==> src/rtl/wta_pkg.sv <==
// Shared definitions for the winner-take-all sequencer: sizes, FSM states
// and the one-hot to binary encoder used when reporting the winning index.
package wta_pkg;

  localparam int N_NEURONS  = 8;
  localparam int GROUP_SIZE = 4;

  typedef enum logic [1:0] {
    IDLE    = 2'd0,
    CMP_LO  = 2'd1,
    CMP_HI  = 2'd2,
    RESOLVE = 2'd3
  } wta_state_e;

  // An all-zero one-hot word encodes to position 0.
  function automatic logic [1:0] onehot_to_bin(input logic [GROUP_SIZE-1:0] oh);
    logic [1:0] b;
    b = '0;
    for (int i = GROUP_SIZE - 1; i >= 0; i--) begin
      if (oh[i]) b = 2'(i);
    end
    return b;
  endfunction

endpackage

==> src/rtl/comp_4in.sv <==
// Four-input maximum finder shared by both neuron groups. Ties go to the
// lowest input; an all-zero input set yields a zero one-hot index.
module comp_4in
  import wta_pkg::*;
#(
  parameter int p_width = 19
) (
  input  logic [GROUP_SIZE*p_width-1:0] i_val,
  output logic [p_width-1:0]            o_max,
  output logic [GROUP_SIZE-1:0]         o_onehot
);

  logic [p_width-1:0] best;
  logic [1:0]         best_idx;

  always_comb begin
    best     = i_val[0 +: p_width];
    best_idx = '0;
    for (int k = 1; k < GROUP_SIZE; k++) begin
      if (i_val[k*p_width +: p_width] > best) begin
        best     = i_val[k*p_width +: p_width];
        best_idx = 2'(k);
      end
    end
  end

  always_comb begin
    o_max    = best;
    o_onehot = '0;
    if (best != '0) o_onehot[best_idx] = 1'b1;
  end

endmodule

==> src/rtl/wta_sequencer.sv <==
// Winner-take-all search over eight membrane potentials using one shared
// 4-input comparator over two cycles. Optional macro: WTA_THRESHOLD_EN.
//
// state   | meaning
// IDLE    | waiting for i_start; potentials latched on accept
// CMP_LO  | comparator on neurons 0-3, result into best_lo
// CMP_HI  | comparator on neurons 4-7, result into best_hi
// RESOLVE | pick lower group on ties, update outputs, pulse o_valid
module wta_sequencer
  import wta_pkg::*;
#(
  parameter int p_width  = 19,
  parameter int p_thresh = 0
) (
  input  logic                           i_clk,
  input  logic                           i_rst_n,
  input  logic                           i_start,
  input  logic [N_NEURONS*p_width-1:0]   i_pot,
  output logic                           o_busy,
  output logic                           o_valid,
  output logic [2:0]                     o_winner,
  output logic [p_width-1:0]             o_value,
  output logic                           o_none
);

  wta_state_e state, state_nxt;

  logic [p_width-1:0]            pot_rf [N_NEURONS];
  logic [p_width-1:0]            lo_val, hi_val;
  logic [GROUP_SIZE-1:0]         lo_oh, hi_oh;

  logic [GROUP_SIZE*p_width-1:0] cmp_in;
  logic [p_width-1:0]            cmp_max;
  logic [GROUP_SIZE-1:0]         cmp_oh;

  logic                          sel_hi;
  logic [p_width-1:0]            sel_val;
  logic [2:0]                    sel_winner;
  logic                          sel_none;

  always_ff @(posedge i_clk or negedge i_rst_n) begin
    if (!i_rst_n) state <= IDLE;
    else          state <= state_nxt;
  end

  always_comb begin
    state_nxt = state;
    case (state)
      IDLE:    if (i_start) state_nxt = CMP_LO;
      CMP_LO:  state_nxt = CMP_HI;
      CMP_HI:  state_nxt = RESOLVE;
      RESOLVE: state_nxt = IDLE;
      default: state_nxt = IDLE;
    endcase
  end

  assign o_busy = (state != IDLE);

  // Single comparator, input group chosen by state.
  always_comb begin
    cmp_in = '0;
    for (int g = 0; g < GROUP_SIZE; g++) begin
      cmp_in[g*p_width +: p_width] = (state == CMP_HI) ? pot_rf[GROUP_SIZE + g] : pot_rf[g];
    end
  end

  comp_4in #(.p_width(p_width)) u_comp (
    .i_val    (cmp_in),
    .o_max    (cmp_max),
    .o_onehot (cmp_oh)
  );

`ifdef WTA_THRESHOLD_EN
  localparam logic [p_width-1:0] thresh_v = p_width'(p_thresh);
`else
  logic unused_thresh;
  assign unused_thresh = (p_thresh != 0);
`endif

  always_comb begin
    sel_hi     = (hi_val > lo_val);
    sel_val    = sel_hi ? hi_val : lo_val;
    sel_winner = sel_hi ? {1'b1, onehot_to_bin(hi_oh)} : {1'b0, onehot_to_bin(lo_oh)};
    sel_none   = (sel_val == '0);
`ifdef WTA_THRESHOLD_EN
    if (sel_val < thresh_v) sel_none = 1'b1;
`endif
    if (sel_none) begin
      sel_val    = '0;
      sel_winner = '0;
    end
  end

  always_ff @(posedge i_clk or negedge i_rst_n) begin
    if (!i_rst_n) begin
      for (int k = 0; k < N_NEURONS; k++) pot_rf[k] <= '0;
      lo_val   <= '0;
      lo_oh    <= '0;
      hi_val   <= '0;
      hi_oh    <= '0;
      o_valid  <= 1'b0;
      o_winner <= '0;
      o_value  <= '0;
      o_none   <= 1'b1;
    end else begin
      o_valid <= 1'b0;
      case (state)
        IDLE: begin
          if (i_start) begin
            for (int k = 0; k < N_NEURONS; k++) pot_rf[k] <= i_pot[k*p_width +: p_width];
          end
        end
        CMP_LO: begin
          lo_val <= cmp_max;
          lo_oh  <= cmp_oh;
        end
        CMP_HI: begin
          hi_val <= cmp_max;
          hi_oh  <= cmp_oh;
        end
        RESOLVE: begin
          o_valid  <= 1'b1;
          o_winner <= sel_winner;
          o_value  <= sel_val;
          o_none   <= sel_none;
        end
        default: ;
      endcase
    end
  end

endmodule

==> config.mk <==
export PLATFORM = sky130hd
export DESIGN_NAME = wta_sequencer
export DESIGN_NICKNAME = d
export VERILOG_FILES = /design/src/rtl/wta_pkg.sv /design/src/rtl/comp_4in.sv /design/src/rtl/wta_sequencer.sv
export SDC_FILE = /design/constraint.sdc
export NUM_CORES = 1
export LEC_CHECK = 0
export CORE_UTILIZATION = 55
export DETAILED_ROUTE_END_ITERATION = 12
export GPL_TIMING_DRIVEN = 0
export HOLD_SLACK_MARGIN = 0.02
export PLACE_DENSITY = 0.78
export SYNTH_ARGS = -nofsm -noshare
export SYNTH_HDL_FRONTEND = slang
export SYNTH_SLANG_ARGS = --single-unit
==> constraint.sdc <==
create_clock -name i_clk -period 17.45 [get_ports i_clk]
set_input_delay 2.6175 -clock i_clk [delete_from_list [all_inputs] [get_ports i_clk]]
set_output_delay 2.6175 -clock i_clk [all_outputs]
set_load 0.005 [all_outputs]
======== Yosys cells after proc, flatten, opt, wreduce, memory -nomap -nowiden ========
Cells that the tools add are included.
storage, ports and cells
  bits in writable memories ............... 0
  latch bits .............................. 0
  ROM bits ................................ 0
  output and inout bits ................... 25
  bits in registers ....................... 224
  memories ................................ 0
  logic and storage cells ................. 61
operators by class
  $add $sub $neg .......................... 0
  order comparisons ....................... 6
  shift-type cells ........................ 0
  eq/ne operators ......................... 4
  muxes and demuxes ....................... 28
  bitwise logic cells ..................... 0
  multiply operators ...................... 0
  reduce and logical (&&, ||, !) cells .... 6
  div/mod/pow operators ................... 0
operators with widths
  operator              number
  $mux W19              9
  $gt A19 B19 Y1        4
  $mux W2               11
  $logic_not A19 Y1     1
  $reduce_bool A19 Y1   1
  $pmux W2 S4           1
  $mux W3               2
  $eq A2 B2 Y1 const B  2
  $mux W4               1
  $lt A2 B3 Y1 const B  1
  $mux W1               3
  $demux W1 S2          1
  $eq A2 B1 Y1 const B  1
  $ge A2 B1 Y1 const B  1
  $logic_not A2 Y1      1
  $ne A2 B2 Y1 const B  1
  $reduce_and A2 Y1     1
  $reduce_bool A2 Y1    1
  $logic_and A1 B1 Y1   1

======== Longest topological paths before layout ========
Gate-level depths: netlist (run 1).
  depth after elaboration ................. 13
  mapped depth ............................ 41
  mapped depth without buffers ............ 30

======== Cells and area by module ========
From an unflattened synthesis (run 1), not the netlist that was laid out.
second synthesis, totals
  cell total of the unflattened synthesis .. 1086
  area, all modules ....................... 12320.6 um2
modules (own cells, without submodules)
  module         cells each  seq. area each (um2)  area an instance (um2)  instances
  wta_sequencer  757         5606.6                10064.7                 1
  comp_4in       329         0.0                   2255.9                  1

======== Worst setup path before layout (run 1) ========
No wires, ideal clock.
  path kind ............................... reg2reg
  start ................................... reg state[0]
  end ..................................... reg hi_oh[0]
  setup time .............................. 0.145 ns
  data arrival time ....................... 7.962 ns
  required time ........................... 17.305 ns
  cell stages (with the launch flop) ...... 40
  slack ................................... 9.342 ns
  path buffers ............................ 11
  cell sequence ........................... dfrtp_1 inv_1 ha_1 buf_2 buf_2 buf_2 buf_2 buf_2 mux2i_1 inv_1 ha_1 and4_1 buf_2 a21oi_2 a221oi_4 buf_2 nand2_1 o21ai_0 (+4 left out) o211ai_1 and2_1 clkbuf_1 buf_2 o21ai_0 inv_1 ha_1 nand4_1 or2_2 o211ai_1 and2_1 buf_2 clkbuf_1 nand2_1 o32ai_1 o21ai_1 nor4_4 o22ai_1
between the ends
  longest elaborated chain between the ends .. 13
  elaborated cells between the ends (all ways) .. 21
  those cells by class .................... order compare: 5; eq/ne: 1; mux: 13; reduce/logical: 2
RTL lines
  what                                                                       RTL line                                   text
  from (decl)                                                                wta_sequencer.sv:26                        wta_state_e state, state_nxt;
  from (signal assigned)                                                     wta_sequencer.sv:43                        else state <= state_nxt;
  $eq A2 B2 Y1 (*)                                                           wta_sequencer.sv:63, wta_sequencer.sv:107
  $mux W19                                                                   wta_sequencer.sv:63                        cmp_in[g*p_width +: p_width] = (state == CMP_HI) ? pot_rf[GROUP_SIZE + g] : pot_rf[g];
  $gt A19 B19 Y1                                                             comp_4in.sv:20                             if (i_val[k*p_width +: p_width] > best) begin
  $mux W19                                                                   comp_4in.sv:20
  $gt A19 B19 Y1                                                             comp_4in.sv:20
  $mux W19                                                                   comp_4in.sv:20
  $gt A19 B19 Y1                                                             comp_4in.sv:20
  $mux W2                                                                    comp_4in.sv:20
  $lt A2 B3 Y1 (implied by the code) / $ge A2 B1 Y1 (equally long branches)  comp_4in.sv:30                             if (best != '0) o_onehot[best_idx] = 1'b1;
  $logic_and A1 B1 Y1 (implied by the code)                                  comp_4in.sv:30
  $mux W1 (implied by the code)                                              comp_4in.sv:30
  $demux W1 S2                                                               -
  $mux W4                                                                    comp_4in.sv:30
  to (signal assigned)                                                       wta_sequencer.sv:119                       hi_oh <= cmp_oh;
  to (decl)                                                                  wta_sequencer.sv:30                        logic [GROUP_SIZE-1:0] lo_oh, hi_oh;
Every way passes the cells marked *; elsewhere a longest branch is shown, timed or not.
A chain may end at the register's enable or synchronous reset.

======== Worst setup path after layout (run 1) ========
  start ................................... reg state[0]
  end ..................................... reg lo_oh[2]
between the ends
  longest elaborated chain between the ends .. 13
  elaborated cells between the ends (all ways) .. 22
  those cells by class .................... order compare: 5; eq/ne: 2; mux: 13; reduce/logical: 2
RTL lines
  what                                                                       RTL line              text
  $eq A2 B2 Y1                                                               wta_sequencer.sv:63
  $mux W19                                                                   wta_sequencer.sv:63
  $gt A19 B19 Y1                                                             comp_4in.sv:20
  $mux W19                                                                   comp_4in.sv:20
  $gt A19 B19 Y1                                                             comp_4in.sv:20
  $mux W19                                                                   comp_4in.sv:20
  $gt A19 B19 Y1                                                             comp_4in.sv:20
  $mux W2                                                                    comp_4in.sv:20
  $lt A2 B3 Y1 (implied by the code) / $ge A2 B1 Y1 (equally long branches)  comp_4in.sv:30
  $logic_and A1 B1 Y1 (implied by the code)                                  comp_4in.sv:30
  $mux W1 (implied by the code)                                              comp_4in.sv:30
  $demux W1 S2                                                               -
  $mux W4                                                                    comp_4in.sv:30
  to (signal assigned)                                                       wta_sequencer.sv:115  lo_oh <= cmp_oh;
  to (decl)                                                                  wta_sequencer.sv:30
Parallel ways exist; a longest one is shown, timed or not.

==> impl_metrics.csv, run 1 <==
group,metric,value,unit
clock_tree,cts-root-buf,"clkbuf_16",
clock_tree,cts_tree,"done",
critical_path,reg2reg_slack,6.94,ns
global_route,grt-ovfl-total,0,
clock_tree,cts_max_path_buffers,3,
timing,skew,0.0169,ns
clock_tree,postCtsSetupRepairBufs,0,
critical_path,critPathLaunchType,"flip-flop",
global_route,first_global_vias,9993,
placement,dp_hpwl,25000,um
clock_tree,cts.reportedPaths.clkPinSlew,0.06,ns
critical_path,critPathKind,"flip-flop to flip-flop",
clock_tree,cts_sinks,224,
critical_path,crit_arrival,10.87,ns
drt,antenna_left,0,
logic_synthesis,ys_types,57,
timing,hold_viol_final,0,
hold_path,hold_class,"flip-flop to flip-flop",
logic_synthesis,ys_async_sr_fraction,100,%
logic_synthesis,ys_ff_latch,224,
floorplanning,core_area,22000,um2
floorplanning,initial_core_util,56.7,%
cells_and_area,area_delta_synth_final,24.5,%
global_route,antenna_found_initial,0,
logic_synthesis,synth_area,12500,um2
logic_synthesis,synth-main-ff-cell,"dfrtp_1",
critical_path,cp_data_required_time,17.81,ns
cells_and_area,seqCellArea,5610,um2
timing,final.setup.tns,0,ns
drt,wire_per_inst,20.3,um
drt,drtIter0Drc,526,
cells_and_area,antenna_cells,0,
critical_path,timing.rr.end,"lo_oh[2]",
logic_synthesis,synth_top_area_share,44.6,%
drt,wl,32900,um
drt,drt_first_pass_iters,10,
outcome,status,"complete, but fails checks",
drt,vias,9562,
timing,finalMaxSlewViolations,0,
critical_path,critPathLaunch,"state[0]",
floorplanning,fp.dieW,153,um
timing,timing.slew.headroom,40.8,%
placement,place_congestion,0.923,
critical_path,ff2ff_path_depth,40,
timing,finalSetupViolations,0,
cells_and_area,final_layout_size_suffix_gt1_share,21.2,%
clock_tree,htreeDepth,1,
floorplanning,rows,54,
clock_tree,cts_hold_buf,0,
timing,fmax,95.2,MHz
floorplanning,die_h,153,um
critical_path,max_stage_delay,0.64,ns
floorplanning,die-area,23300,um2
timing,fin_crit_sh,60.2,%
placement,portBuffers,179,
logic_synthesis,synth_area_leaders,"dfrtp_1 (45%), mux2_2 (19%), ha_1 (8.1%)",
timing,period_needed,10.51,ns
run,cap_violations,0,
logic_synthesis,synth_nets,1354,
critical_path,cp-endpoint,"lo_oh[2]",
critical_path,crit_slowest_cell,"a221oi_4",
clock_tree,insertion_delay,0.52,ns
global_route,grt_usage,28.5,%
logic_synthesis,ys_seq_area_share,44.9,%
logic_synthesis,synth-edff-count,0,
critical_path,critPathMostFrequentCell,"buf_2",
logic_synthesis,avgSynthCellArea,11.2,um2
timing,grt_setup_unrepaired,"false",
hold_path,min_path_cells,1,
critical_path,end_kind,"flip-flop",
cells_and_area,nFillCells,1619,
cells_and_area,multi_input_area,6360,um2
drt,vias_per_cell,5.90,
global_route,grt_pass1_wl,52100,um
logic_synthesis,yosysTopAreaCell,"dfrtp_1",
timing,tightest_slew,0.877,ns
global_route,grt_max_degree,104,
logic_synthesis,ys_warn_count,0,
outcome,violations,"design-rule violations",
drt,route.detailed.drc,5,
cells_and_area,nets,1561,
critical_path,r2r-start,"state[0]",
clock_tree,numCtsBuffers,24,
clock_tree,ctsResizeCount,0,
logic_synthesis,syn_inst,1118,
floorplanning,io-pin-count,180,
critical_path,critPathMaxFanout,10,
[cell usage in the layout, fill, tap and decap left out, types with 25 or more instances in the layout]
master           instances
dfrtp_1                223
mux2_2                 214
clkdlybuf4s50_1        178
inv_1                   82
ha_1                    81
a21oi_1                 77
mux2i_1                 72
nor2_1                  62
nand2_1                 39
clkbuf_1                33
o21ai_0                 29
clkbuf_16               25
[Yosys cell counts, types with 11 or more instances]
| cell | number |
|---|---|
| a211oi_1 | 11 |
| a21o_1 | 11 |
| a21oi_1 | 77 |
| buf_2 | 16 |
| clkbuf_1 | 29 |
| dfrtp_1 | 223 |
| ha_1 | 81 |
| inv_1 | 82 |
| mux2_2 | 214 |
| mux2i_1 | 72 |
| nand2_1 | 39 |
| nand3_1 | 21 |
| nand4_1 | 14 |
| nor2_1 | 62 |
| nor3_1 | 19 |
| o21ai_0 | 29 |
[sequential cells by signal, indices dropped and copies added (netlist names)]
register,count
o_valid,1
lo_val,19
lo_oh,4
o_value,19
state,2
hi_oh,4
o_none,1
hi_val,19
o_winner,3
pot_rf,152
[worst max-delay path, delay by kind of cell (launching register included)]
kind	cells	cell delay, ns
mux	1	0.34
compound gates	15	3.40
buf+inv	13	3.55
simple gates	7	1.55
fa+ha+maj	4	1.09
flops	1	0.40
[kinds of logic after synthesis]
kind of cell	share of synthesized area, %
AND/OR/NAND/NOR	7.96
multiplexers	25.0
flip-flops	44.9
adder cells (fa/ha/maj)	8.11
buffers and inverters	4.27
AO/OA/AOI/OAI	9.75
[worst min path at each step]
stage                      startpoint     endpoint  slack, ns
after floorplan            pot_rf[17]   pot_rf[17]       0.47
after global placement    o_value[18]  o_value[18]       0.46
after detailed placement   pot_rf[27]   pot_rf[27]       0.49
after CTS                   pot_rf[2]    pot_rf[2]       0.50
after global routing       pot_rf[28]   pot_rf[28]       0.51
final                      pot_rf[99]   pot_rf[99]       0.50
[routing by layer]
metal,vias to the layer above,routed length (um),track usage (%)
met4,0,1410,13.1
met5,-,0,0
li1,4458,-,-
met2,300,16600,50.3
met3,83,1570,3.90
met1,4721,13300,34.6
[area by class of cell]
type,count,area share (%)
Tap cell,280,2.25
Sequential cell,224,36.0
Inverter,82,1.98
Multi-Input combinational cell,757,40.8
Clock buffer,32,4.38
Timing Repair Buffer,181,11.9
Clock inverter,11,1.17
Buffer,55,1.45
[stage by stage]
| step | utilization [%] | cells | setup WS [ns] | area (um2) | hold slack [ns] |
|---|---|---|---|---|---|
| after floorplan | - | 1118 | 9.34 | 12500 | 0.474 |
| after global placement | 66.5 | 1577 | 4.57 | 14600 | 0.463 |
| after detailed placement | 66.7 | 1579 | 7.05 | 14700 | 0.488 |
| after CTS | 70.7 | 1622 | 7.03 | 15600 | 0.503 |
| after global routing | 70.7 | 1622 | 6.12 | 15600 | 0.511 |
| final | 70.7 | 1622 | 6.94 | 15600 | 0.501 |
Power of run 1 is not shown: default switching activity piles up to over one toggle a cycle in this logic, so the estimate is an artifact.
==> run 2: changes to the inputs <==
Clock period 17.45 ns to 11 ns, I/O delays scaled along.
==> impl_metrics.csv, run 2 (same netlist as run 1, synthesis figures left out) <==
group,metric,value,unit
timing,timing.slew.headroom,40.5,%
global_route,grt-ovfl-total,0,
drt,wl,32900,um
timing,fmax,97.1,MHz
timing,hold_slack,0.502,ns
timing,period_needed,10.29,ns
cells_and_area,antenna_cells,0,
outcome,violations,"design-rule violations",
critical_path,crit_slowest_cell,"buf_2",
global_route,grt_pass1_wl,52100,um
critical_path,max_stage_delay,0.42,ns
drt,route.detailed.drc,5,
outcome,status,"complete, but fails checks",
timing,finalMaxSlewViolations,0,
drt,antenna_left,0,
drt,vias_per_cell,5.92,
clock_tree,cts_hold_buf,0,
hold_path,hold_class,"flip-flop to flip-flop",
drt,drtIter0Drc,498,
cells_and_area,mostFrequentLayoutCell,"dfrtp_1",
cells_and_area,area_delta_synth_final,24.8,%
critical_path,crit_arrival,10.67,ns
drt,wire_per_inst,20.2,um
floorplanning,die-area,23300,um2
clock_tree,cts.reportedPaths.clkPinSlew,0.06,ns
cells_and_area,regMostFlops,"pot_rf",
clock_tree,insertion_delay,0.52,ns
global_route,grt_use_met1,34.6,%
global_route,antenna_found_initial,0,
timing,tightest_slew,0.881,ns
clock_tree,cts-root-buf,"clkbuf_16",
critical_path,critPathLaunchType,"flip-flop",
critical_path,critPathKind,"flip-flop to flip-flop",
clock_tree,ctsResizeCount,0,
global_route,grt_max_degree,104,
global_route,grt_usage,28.5,%
critical_path,end_kind,"flip-flop",
floorplanning,die_h,153,um
critical_path,cp_data_required_time,11.38,ns
clock_tree,numCtsBuffers,24,
cells_and_area,nets,1565,
floorplanning,io-pin-count,180,
timing,skew,0.0156,ns
cells_and_area,multi_input_area,6360,um2
clock_tree,cts_sinks,224,
drt,drt_first_pass_iters,10,
cells_and_area,seqCellArea,5610,um2
timing,finalSetupViolations,0,
floorplanning,initial_core_util,56.7,%
critical_path,critPathMostFrequentCell,"buf_2",
global_route,busiest_layer,"met2",
floorplanning,rows,54,
clock_tree,htreeDepth,1,
placement,dp_hpwl,25000,um
run,cap_violations,0,
cells_and_area,nFillCells,1614,
timing,fin_crit_sh,93.6,%
cells_and_area,final_layout_size_suffix_gt1_share,21.5,%
floorplanning,fp.dieW,153,um
clock_tree,cts_tree,"done",
clock_tree,cts_max_path_buffers,3,
cells_and_area,largest_register_ff_count,152,
floorplanning,core_area,22000,um2
placement,place_congestion,0.923,
global_route,use_met3,3.90,%
global_route,first_global_vias,9993,
cells_and_area,most-common-layout-cells,"dfrtp_1 (223), mux2_2 (214), clkdlybuf4s50_1 (178)",
critical_path,critPathMaxFanout,10,
global_route,grtUsageMet2,50.3,%
drt,vias,9620,
timing,hold_viol_final,0,
placement,portBuffers,179,
## run 2: changes by cell type in the layout (fill, tap and decap cells not counted)
cell,before,now
buf_4,0,4
## run 2: worst paths after layout
| check | from | slack (ns) | endpoint | cells after the start |
|---|---|---|---|---|
| setup / recovery | state[0] | 0.71 | hi_oh[3] | 41 |
| hold / removal | pot_rf[74] | 0.50 | pot_rf[74] | 1 |
| setup reg to reg | state[0] | 0.71 | hi_oh[3] | 41 |
| hold reg to reg | pot_rf[74] | 0.50 | pot_rf[74] | 1 |
| max in group asynchronous | i_rst_n | 8.84 | pot_rf[73] | 3 |
| min in group asynchronous | i_rst_n | 0.97 | o_value[13] | 1 |
## run 2: timing repair
item	4_1_cts	5_1_grt
endpoints found under the setup margin	0	12
setup buffers	0	4
endpoints found under the hold margin	0	0
## run 2: layout make-up
class	instances	area share (%)
Multi-Input combinational cell	757	40.8
Sequential cell	224	36.0
Timing Repair Buffer	185	12.1
Clock buffer	32	4.37
Tap cell	280	2.25
Inverter	82	1.97
Buffer	55	1.45
Clock inverter	11	1.17
## run 2: metal layers
| layer | routed length [um] | share of wire (%) |
|---|---|---|
| met1 | 13500 | 41 |
| met2 | 16600 | 50 |
| met3 | 1420 | 4.3 |
| met4 | 1410 | 4.3 |
| met5 | 0 | 0 |
## run 2: stage by stage
step                util (%)  instance area (um2)  std cells  setup TNS (ns)  worst slack [ns]
global placement        66.5                14600       1577         -198.03            -0.909
global route            70.8                15600       1626         -0.0233          -0.00723
CTS                     70.7                15600       1622               0             0.581
detailed placement      66.7                14700       1579               0             0.598
floorplan                  -                12500       1118               0              2.89
finish                  70.8                15600       1626               0             0.705
## run 2: critical path, delay by kind of cell, from the launching register on
kind	cells	cell delay, ns
muxes	1	0.34
DFF	1	0.40
and+or+nand+nor	5	1.10
adders and majority gates	4	1.09
buffers and inverters	17	4.10
AOI/OAI and AO/OA	14	3.11
Power of run 2 is left out for the same reason.
